**src/rtl/logicnet_vote_pkg.sv**
```systemverilog
// Shared parameter defaults and FSM state encoding for the ensemble vote/argmax block.
package logicnet_vote_pkg;

  localparam int NUM_CLASSES_D = 10;
  localparam int IN_W_D        = 1;
  localparam int ACC_W_D       = 4;
  localparam int CLS_W_D       = 4;

  typedef enum logic [1:0] {
    ACCUM = 2'd0,
    SCAN  = 2'd1,
    OUT   = 2'd2
  } vote_state_e;

endpackage

```
**src/rtl/ens_vote_sat_acc.sv**
```systemverilog
// One per-class vote accumulator: adds an unsigned beat value, saturates at all-ones, clears on demand.
module ens_vote_sat_acc #(
  parameter int IN_W  = 1,
  parameter int ACC_W = 4
) (
  input  logic             clk,
  input  logic             rst_n,
  input  logic             clr,
  input  logic             add_en,
  input  logic [IN_W-1:0]  add_val,
  output logic [ACC_W-1:0] acc
);

  // One spare bit above the wider operand so the carry is never lost before saturation.
  localparam int SUM_W = ((ACC_W > IN_W) ? ACC_W : IN_W) + 1;
  localparam logic [SUM_W-1:0] SAT_MAX = {{(SUM_W-ACC_W){1'b0}}, {ACC_W{1'b1}}};

  logic [ACC_W-1:0] acc_q, acc_d;
  logic [SUM_W-1:0] sum;

  always_comb begin
    sum   = SUM_W'(acc_q) + SUM_W'(add_val);
    acc_d = acc_q;
    if (clr)
      acc_d = '0;
    else if (add_en)
      acc_d = (sum > SAT_MAX) ? {ACC_W{1'b1}} : sum[ACC_W-1:0];
  end

  always_ff @(posedge clk or negedge rst_n) begin
    if (!rst_n) acc_q <= '0;
    else        acc_q <= acc_d;
  end

  assign acc = acc_q;

endmodule

```
**src/rtl/ens_vote_argmax.sv**
```systemverilog
// Ensemble vote accumulation followed by a one-comparator sequential argmax scan.
module ens_vote_argmax
  import logicnet_vote_pkg::*;
#(
  parameter int NUM_CLASSES = NUM_CLASSES_D,
  parameter int IN_W        = IN_W_D,
  parameter int ACC_W       = ACC_W_D,
  parameter int CLS_W       = CLS_W_D
) (
  input  logic                        clk,
  input  logic                        rst_n,
  input  logic [NUM_CLASSES*IN_W-1:0] in_data,
  input  logic                        in_valid,
  input  logic                        in_last,
  output logic                        in_ready,
  output logic                        out_valid,
  input  logic                        out_ready,
  output logic [CLS_W-1:0]            out_class,
  output logic [ACC_W-1:0]            out_score
);

  // Scan index runs 0..NUM_CLASSES: the extra step drains the candidate register.
  localparam int IDX_W = $clog2(NUM_CLASSES + 1);

  vote_state_e state_q, state_d;
  logic [IDX_W-1:0] idx_q, idx_d;
  logic [ACC_W-1:0] cand_val_q, cand_val_d;
  logic [CLS_W-1:0] cand_idx_q, cand_idx_d;
  logic             cand_vld_q, cand_vld_d;
  logic [ACC_W-1:0] best_score_q, best_score_d;
  logic [CLS_W-1:0] best_idx_q, best_idx_d;

  logic [NUM_CLASSES-1:0][ACC_W-1:0] acc;
  logic [ACC_W-1:0] acc_sel;
  logic             acc_clr, acc_add;

  for (genvar c = 0; c < NUM_CLASSES; c++) begin : g_acc
    ens_vote_sat_acc #(.IN_W(IN_W), .ACC_W(ACC_W)) u_acc (
      .clk     (clk),
      .rst_n   (rst_n),
      .clr     (acc_clr),
      .add_en  (acc_add),
      .add_val (in_data[c*IN_W +: IN_W]),
      .acc     (acc[c])
    );
  end

  always_comb begin
    acc_sel = '0;
    for (int c = 0; c < NUM_CLASSES; c++)
      if (idx_q == IDX_W'(c)) acc_sel = acc[c];
  end

  always_comb begin
    state_d      = state_q;
    idx_d        = idx_q;
    cand_val_d   = cand_val_q;
    cand_idx_d   = cand_idx_q;
    cand_vld_d   = 1'b0;
    best_score_d = best_score_q;
    best_idx_d   = best_idx_q;
    acc_clr      = 1'b0;
    acc_add      = 1'b0;
    in_ready     = (state_q == ACCUM);
    out_valid    = (state_q == OUT);
    case (state_q)
      ACCUM: begin
        if (in_valid) begin
          acc_add = 1'b1;
          if (in_last) begin
            state_d = SCAN;
            idx_d   = '0;
          end
        end
      end
      SCAN: begin
        // Stage 1: fetch acc[idx]. Stage 2: compare last fetch against best.
        if (idx_q < IDX_W'(NUM_CLASSES)) begin
          cand_vld_d = 1'b1;
          cand_val_d = acc_sel;
          cand_idx_d = CLS_W'(idx_q);
        end
        // Class 0 seeds best; later classes need strictly greater, so ties keep the lower index.
        if (cand_vld_q && (cand_idx_q == '0 || cand_val_q > best_score_q)) begin
          best_score_d = cand_val_q;
          best_idx_d   = cand_idx_q;
        end
        if (idx_q == IDX_W'(NUM_CLASSES)) begin
          state_d = OUT;
          idx_d   = '0;
        end else begin
          idx_d = idx_q + IDX_W'(1);
        end
      end
      OUT: begin
        if (out_ready) begin
          acc_clr      = 1'b1;
          best_score_d = '0;
          best_idx_d   = '0;
          state_d      = ACCUM;
        end
      end
      default: state_d = ACCUM;
    endcase
  end

  always_ff @(posedge clk or negedge rst_n) begin
    if (!rst_n) begin
      state_q      <= ACCUM;
      idx_q        <= '0;
      cand_val_q   <= '0;
      cand_idx_q   <= '0;
      cand_vld_q   <= 1'b0;
      best_score_q <= '0;
      best_idx_q   <= '0;
    end else begin
      state_q      <= state_d;
      idx_q        <= idx_d;
      cand_val_q   <= cand_val_d;
      cand_idx_q   <= cand_idx_d;
      cand_vld_q   <= cand_vld_d;
      best_score_q <= best_score_d;
      best_idx_q   <= best_idx_d;
    end
  end

  assign out_class = best_idx_q;
  assign out_score = best_score_q;

endmodule

```
**config.mk**
```make
export PLATFORM = sky130hd
export DESIGN_NAME = ens_vote_argmax
export DESIGN_NICKNAME = d
export VERILOG_FILES = /design/src/rtl/logicnet_vote_pkg.sv /design/src/rtl/ens_vote_sat_acc.sv /design/src/rtl/ens_vote_argmax.sv
export SDC_FILE = /design/constraint.sdc
export NUM_CORES = 1
export LEC_CHECK = 0
export BUFFER_PORTS_ARGS = -buffer_cell sky130_fd_sc_hd__buf_4
export CAP_MARGIN = 15
export CORE_AREA = 4 4 106 108
export CTS_CLUSTER_DIAMETER = 100
export DETAILED_ROUTE_END_ITERATION = 8
export DIE_AREA = 0 0 110 112
export PLACE_DENSITY_LB_ADDON = 0.25
export RECOVER_POWER = 50
export SYNTH_ARGS = -nofsm -noshare
export SYNTH_HDL_FRONTEND = slang
export SYNTH_SLANG_ARGS = --single-unit
```
**constraint.sdc**
```tcl
create_clock -name clk -period 3.9 [get_ports clk]
set_input_delay 0.78 -clock clk [delete_from_list [all_inputs] [get_ports clk]]
set_output_delay 0.78 -clock clk [all_outputs]
set_load 0.005 [all_outputs]
```
==> metrics, run 1 <==
IO buf count=24; commonest register cell after synthesis=dfrtp_1; cell taking the most area after synthesis=dfrtp_1; worst r2r src=idx_q[1]; Area contributors post-synth=dfrtp_1 44%, ha_1 8.4%, a21oi_1 6.6%; slew of the pin with the lowest slew margin=1.57 ns; register bit total from synthesis=63; outcome=finished, violations left; Peak VDD IR=0.302 mV; fin crit period=2.25 ns; power per cell area=819 mW/mm^2; clock-pin slew on the worst setup and hold paths=0.08 ns; synth cell count leaders=63 x dfrtp_1, 54 x nor2_1, 47 x a21oi_1, 24 x ha_1, 19 x nor3_1; Syn Area/Cell=9.37 um^2; required time of the critical path=4.14 ns; vias in the first global route=2667; diode count=0; Post-Place Cells=520; hold depth=1; Clk Tree Root Cell=clkbuf_8; Hold Violations, Final=0; FP Rows=37; Syn Nets=419; number of synthesized flops with an enable pin=0; initial detailed-routing violation count=140; Chip Width=110 um; post-cts resize count=0; clock latency on the worst-skew pair=0.35 ns; Post-Layout Cell Count=536; critical path cell sequence=mux4_2 > o21ai_0 > a2111oi_0 > a211o_1; routed via count=2806; worst hold path type=reg -> reg; Slew HR=-0.0452; Async SR Flop Fraction=1.00; register area share after synthesis=0.443; CP Capture Type=flop; total power=3.32 mW; initial antenna violation count=0; GRT Total Usage=0.138; Yosys top cell area share=0.443; share of cells above drive strength 1=0.135; Crit Path Class=reg -> reg; first-pass GRT wire length=13.3 mm; initial core utilization=0.348; Yosys warnings=0; TritonCTS clock tree=yes; CTS Buf Count=9; Synth Cell Area=0.00356 mm^2; RSZ-0062 raised after global routing=false; Layout area overhead=13.7%; most common cell in the synthesized netlist=dfrtp_1; routed length per instance=14.6 um; CP startpoint kind=flop; antenna viol nets, final=0; count of final setup violators=0; final slew viol count=64; DP Wirelength=5.48 mm; Crit Path Max Fanout=28; CTS H-tree lvls=3; Final period util=0.578; Boundary Pins=25; Post-Route WL=7.81 mm; r2r endpoint=cand_val_q[1]; violated checks=max-capacitance violations, max-slew violations; DRC viols=0; Clock Path Buffers=2; Reg2Reg Depth=4; Cell variety after synth=46; Leak=1.78 nW; DIE HEIGHT=112 um; vias per std cell=5.24; setup TNS=0 ns; footprint of the multi-input gates=0.00182 mm^2; Sequential Area=0.00158 mm^2; final setup skew=0.0107 ns; Hold Path End=state_q[1]; pin count of the biggest net entering global routing=64; core area=0.0102 mm^2; fill count=1046; setup bufs post-CTS=0; # hold bufs at CTS=0; Slowest Stage Delay on Critical Path=0.91 ns; min-delay src=state_q[1]; routability cong.=0.818; CTS sink cnt=63; Final nets=434; GRT Residual Overflow=0; Die Area=0.0123 mm^2; Gate Count Post-Synth=380; crit path DAT=2.49 ns; CP max-delay cell=dfrtp_1; Pre-antenna DRT Iters=5; Max-Cap Viols=1; r2r setup slk=1.65 ns; fmax=0.444 GHz
==> through the flow <==
stage               setup slack [ns]  utilization  hold slack, ns  instance area [um^2]
global placement                1.59        0.374           0.508                  3820
finish                          1.65        0.396           0.529                  4050
CTS                             1.66        0.396           0.531                  4050
detailed placement              1.56        0.374           0.512                  3820
floorplan                       2.09            -           0.478                  3560
global route                    1.43        0.396           0.542                  4050
==> flip-flops by register name, indices dropped and copies added (netlist names) <==
name / count
cand_val_q: 4
cand_vld_q: 1
state_q: 2
idx_q: 4
cand_idx_q: 4
g_acc.u_acc.acc: 40
out_score: 4
out_class: 4
==> layout by cell type, fill, tap and decap left out, types with 2 or more instances in the layout <==
cell        count
nand4_1         5
and3_1          7
o211ai_1        3
nor2_1         54
clkbuf_8       10
and4b_1         7
a21oi_1        47
buf_4          26
mux4_2          3
a2111oi_0       2
nand2b_1        2
clkinvlp_4      2
and4_1          3
bufinv_16       2
a211oi_1        7
o22ai_1         3
nand3_1        13
inv_1          14
a311oi_1        5
mux2i_1         8
nand2_1        18
ha_1           24
nor2b_1         9
mux2_2          5
a32o_1          4
dfrtp_1        63
nor3_1         19
o21ai_0        13
==> worst max-delay path: cells and delay by family, from the launching register on <==
kind / cells / cell delay [ns]
muxes: 1 / 0.60
AOI/OAI and AO/OA: 3 / 0.64
DFF: 1 / 0.91
==> metal layers <==
layer	wire [um]	track usage	part of all wire
met1	3640	0.183	0.47
met2	3610	0.210	0.46
met3	389	0.0417	0.050
met4	174	0.0499	0.022
met5	0	0	0
==> kinds of logic after synthesis <==
logic type,synth area share
buf+inv,0.0467
compound gates,0.165
flops,0.443
mux,0.0573
simple gates,0.204
fa+ha+maj,0.0843
==> worst max-delay path by stage <==
stage / startpoint / end / slack, ns / depth (start not counted)
6_report: idx_q[1] / cand_val_q[1] / 1.65 / 4
4_1_cts: idx_q[1] / cand_val_q[1] / 1.66 / 4
5_1_grt: idx_q[1] / cand_val_q[0] / 1.43 / 5
3_5_place_dp: in_valid / g_acc[3].u_acc.acc[3] / 1.56 / 6
2_1_floorplan: out_score[1] / out_score[1] / 2.09 / 7
3_3_place_gp: in_valid / g_acc[3].u_acc.acc[3] / 1.59 / 6
==> cell type report <==
type | count | area share
Multi-Input combinational cell | 280 | 0.449
Sequential cell | 63 | 0.389
Timing Repair Buffer | 27 | 0.0494
Tap cell | 136 | 0.0420
Clock buffer | 10 | 0.0340
Clock inverter | 6 | 0.0229
Inverter | 14 | 0.0130
==> power by group <==
group          internal [mW]  switching, mW
clock network          0.380          0.274
registers              0.965          0.418
logic                  0.655          0.626
(Power assumes the default switching activity.)
==> run 2, diff against run 1 <==
Clock period 3.9 ns to 1.87 ns, I/O delays scaled along.
==> metrics, run 2 (same netlist as run 1, synthesis figures left out) <==
DRC viols=0; clock latency on the worst-skew pair=0.34 ns; Final period util=0.947; IO buf count=24; CTS Buf Count=9; count of final setup violators=0; vias per std cell=5.23; antenna viol nets, final=0; core area=0.0102 mm^2; Final Util=0.424; TritonCTS clock tree=yes; DP Wirelength=5.85 mm; Boundary Pins=25; Die Area=0.0123 mm^2; RSZ-0062 raised after global routing=false; initial core utilization=0.348; worst slack, placed=-0.0202 ns; fin crit period=1.77 ns; Layout area overhead=21.9%; pin count of the biggest net entering global routing=67; CTS H-tree lvls=3; Peak VDD IR=0.828 mV; initial detailed-routing violation count=105; commonest non-fill, non-tap cell in the layout=dfrtp_1; crit path DAT=2.00 ns; final setup skew=0.00871 ns; FP Rows=37; clock-pin slew on the worst setup and hold paths=0.07 ns; fill count=1009; final slew viol count=0; routed length per instance=14.4 um; first-pass GRT wire length=13.5 mm; Clk Tree Root Cell=clkbuf_8; diode count=0; worst r2r src=out_score[1]; CP Capture Type=flop; placed instance area=0.00398 mm^2; Final nets=458; Pre-antenna DRT Iters=4; GRT Total Usage=0.139; Hold Violations, Final=0; Leak=1.94 nW; Crit Path Max Fanout=5; fmax=0.565 GHz; worst hold path type=in -> reg; max reg flops=40; Sequential Area=0.00158 mm^2; GRT Residual Overflow=0; Post-Route WL=8.08 mm; Chip Width=110 um; min-delay src=out_ready; post-route cell area=0.00434 mm^2; Clock Path Buffers=2; slew of the pin with the lowest slew margin=0.793 ns; share of cells above drive strength 1=0.193; CP startpoint kind=flop; Worst Setup SP=out_score[1]; r2r setup slk=0.1 ns; initial antenna violation count=0; routability cong.=0.795; Max-Cap Viols=0; DIE HEIGHT=112 um; power per cell area=1780 mW/mm^2; routed via count=2928; outcome=finished, final reports clean; required time of the critical path=2.10 ns; footprint of the multi-input gates=0.00188 mm^2; Slew HR=0.471; CTS sink cnt=63; Crit Path Class=reg -> reg; Final WS setup=0.0999 ns; vias in the first global route=2735; most frequent cells in the layout=63 x dfrtp_1, 54 x nor2_1, 46 x a21oi_1
[run 2: cell types whose count changed in the layout (fill, tap and decap cells not counted), sizes merged]
cell | previous run | this run
buf | 26 | 43
dlygate4sd3 | 0 | 1
clkinvlp | 2 | 1
clkbuf | 11 | 17
bufinv | 2 | 4
inv | 15 | 14
[run 2: final cells by class]
class | count | share of cell area
clock buffers | 10 | 0.0294
clock inverters | 6 | 0.0305
inverters | 14 | 0.0121
multi-input cells | 280 | 0.432
flip-flops and latches | 63 | 0.363
well taps | 136 | 0.0392
repair buffers | 51 | 0.0939
[run 2: stage by stage]
stage                     power [mW]  setup TNS, ns  instances  hold WS [ns]
final                           7.74              0        560         0.236
after global routing            8.43              0        560         0.219
after CTS                       7.56              0        557         0.219
after detailed placement        5.85        -0.0640        537         0.337
after global placement          5.76              0        537         0.335
after floorplan                 4.82              0        380        0.0784
[run 2: critical path: stages, from the launching register on]
cell      delay (ns)
dfrtp_1         0.37
inv_2           0.06
ha_4            0.26
nor2b_4         0.13
o21ai_2         0.06
a21oi_2         0.18
o211ai_2        0.10
buf_6           0.16
buf_6           0.12
a32o_1          0.24
[run 2: what timing repair did]
item | in CTS | in global routing
pin swaps | 2 | 4
endpoints found under the hold margin | 27 | 0
gates resized for setup | 4 | 13
endpoints found under the setup margin | 4 | 10
buffers inserted | 3 | 3
hold buffers | 1 | 0
[run 2: metal layers]
| metal | wire [um] | track usage | vias up |
|---|---|---|---|
| met5 | 0 | 0 | - |
| met4 | 61 | 0.0449 | 0 |
| met3 | 417 | 0.0330 | 5 |
| met2 | 3850 | 0.214 | 63 |
| met1 | 3750 | 0.191 | 1386 |
| li1 | - | - | 1474 |
[run 2: path summary, 6_finish.rpt]
check,end,cells past startpoint
worst min-delay path,state_q[1],2
worst min register to register,out_class[3],1
worst max-delay path,out_class[0],9
max in group asynchronous,g_acc[4].u_acc.acc[2],3
min in group asynchronous,out_score[2],2
worst max register to register,out_class[0],9
[run 2: report_power, final]
part           internal (mW)  switching [mW]  leakage [nW]
clock network           1.02           0.527         0.126
logic                   1.81            1.66          1.07
registers               2.02           0.705         0.746
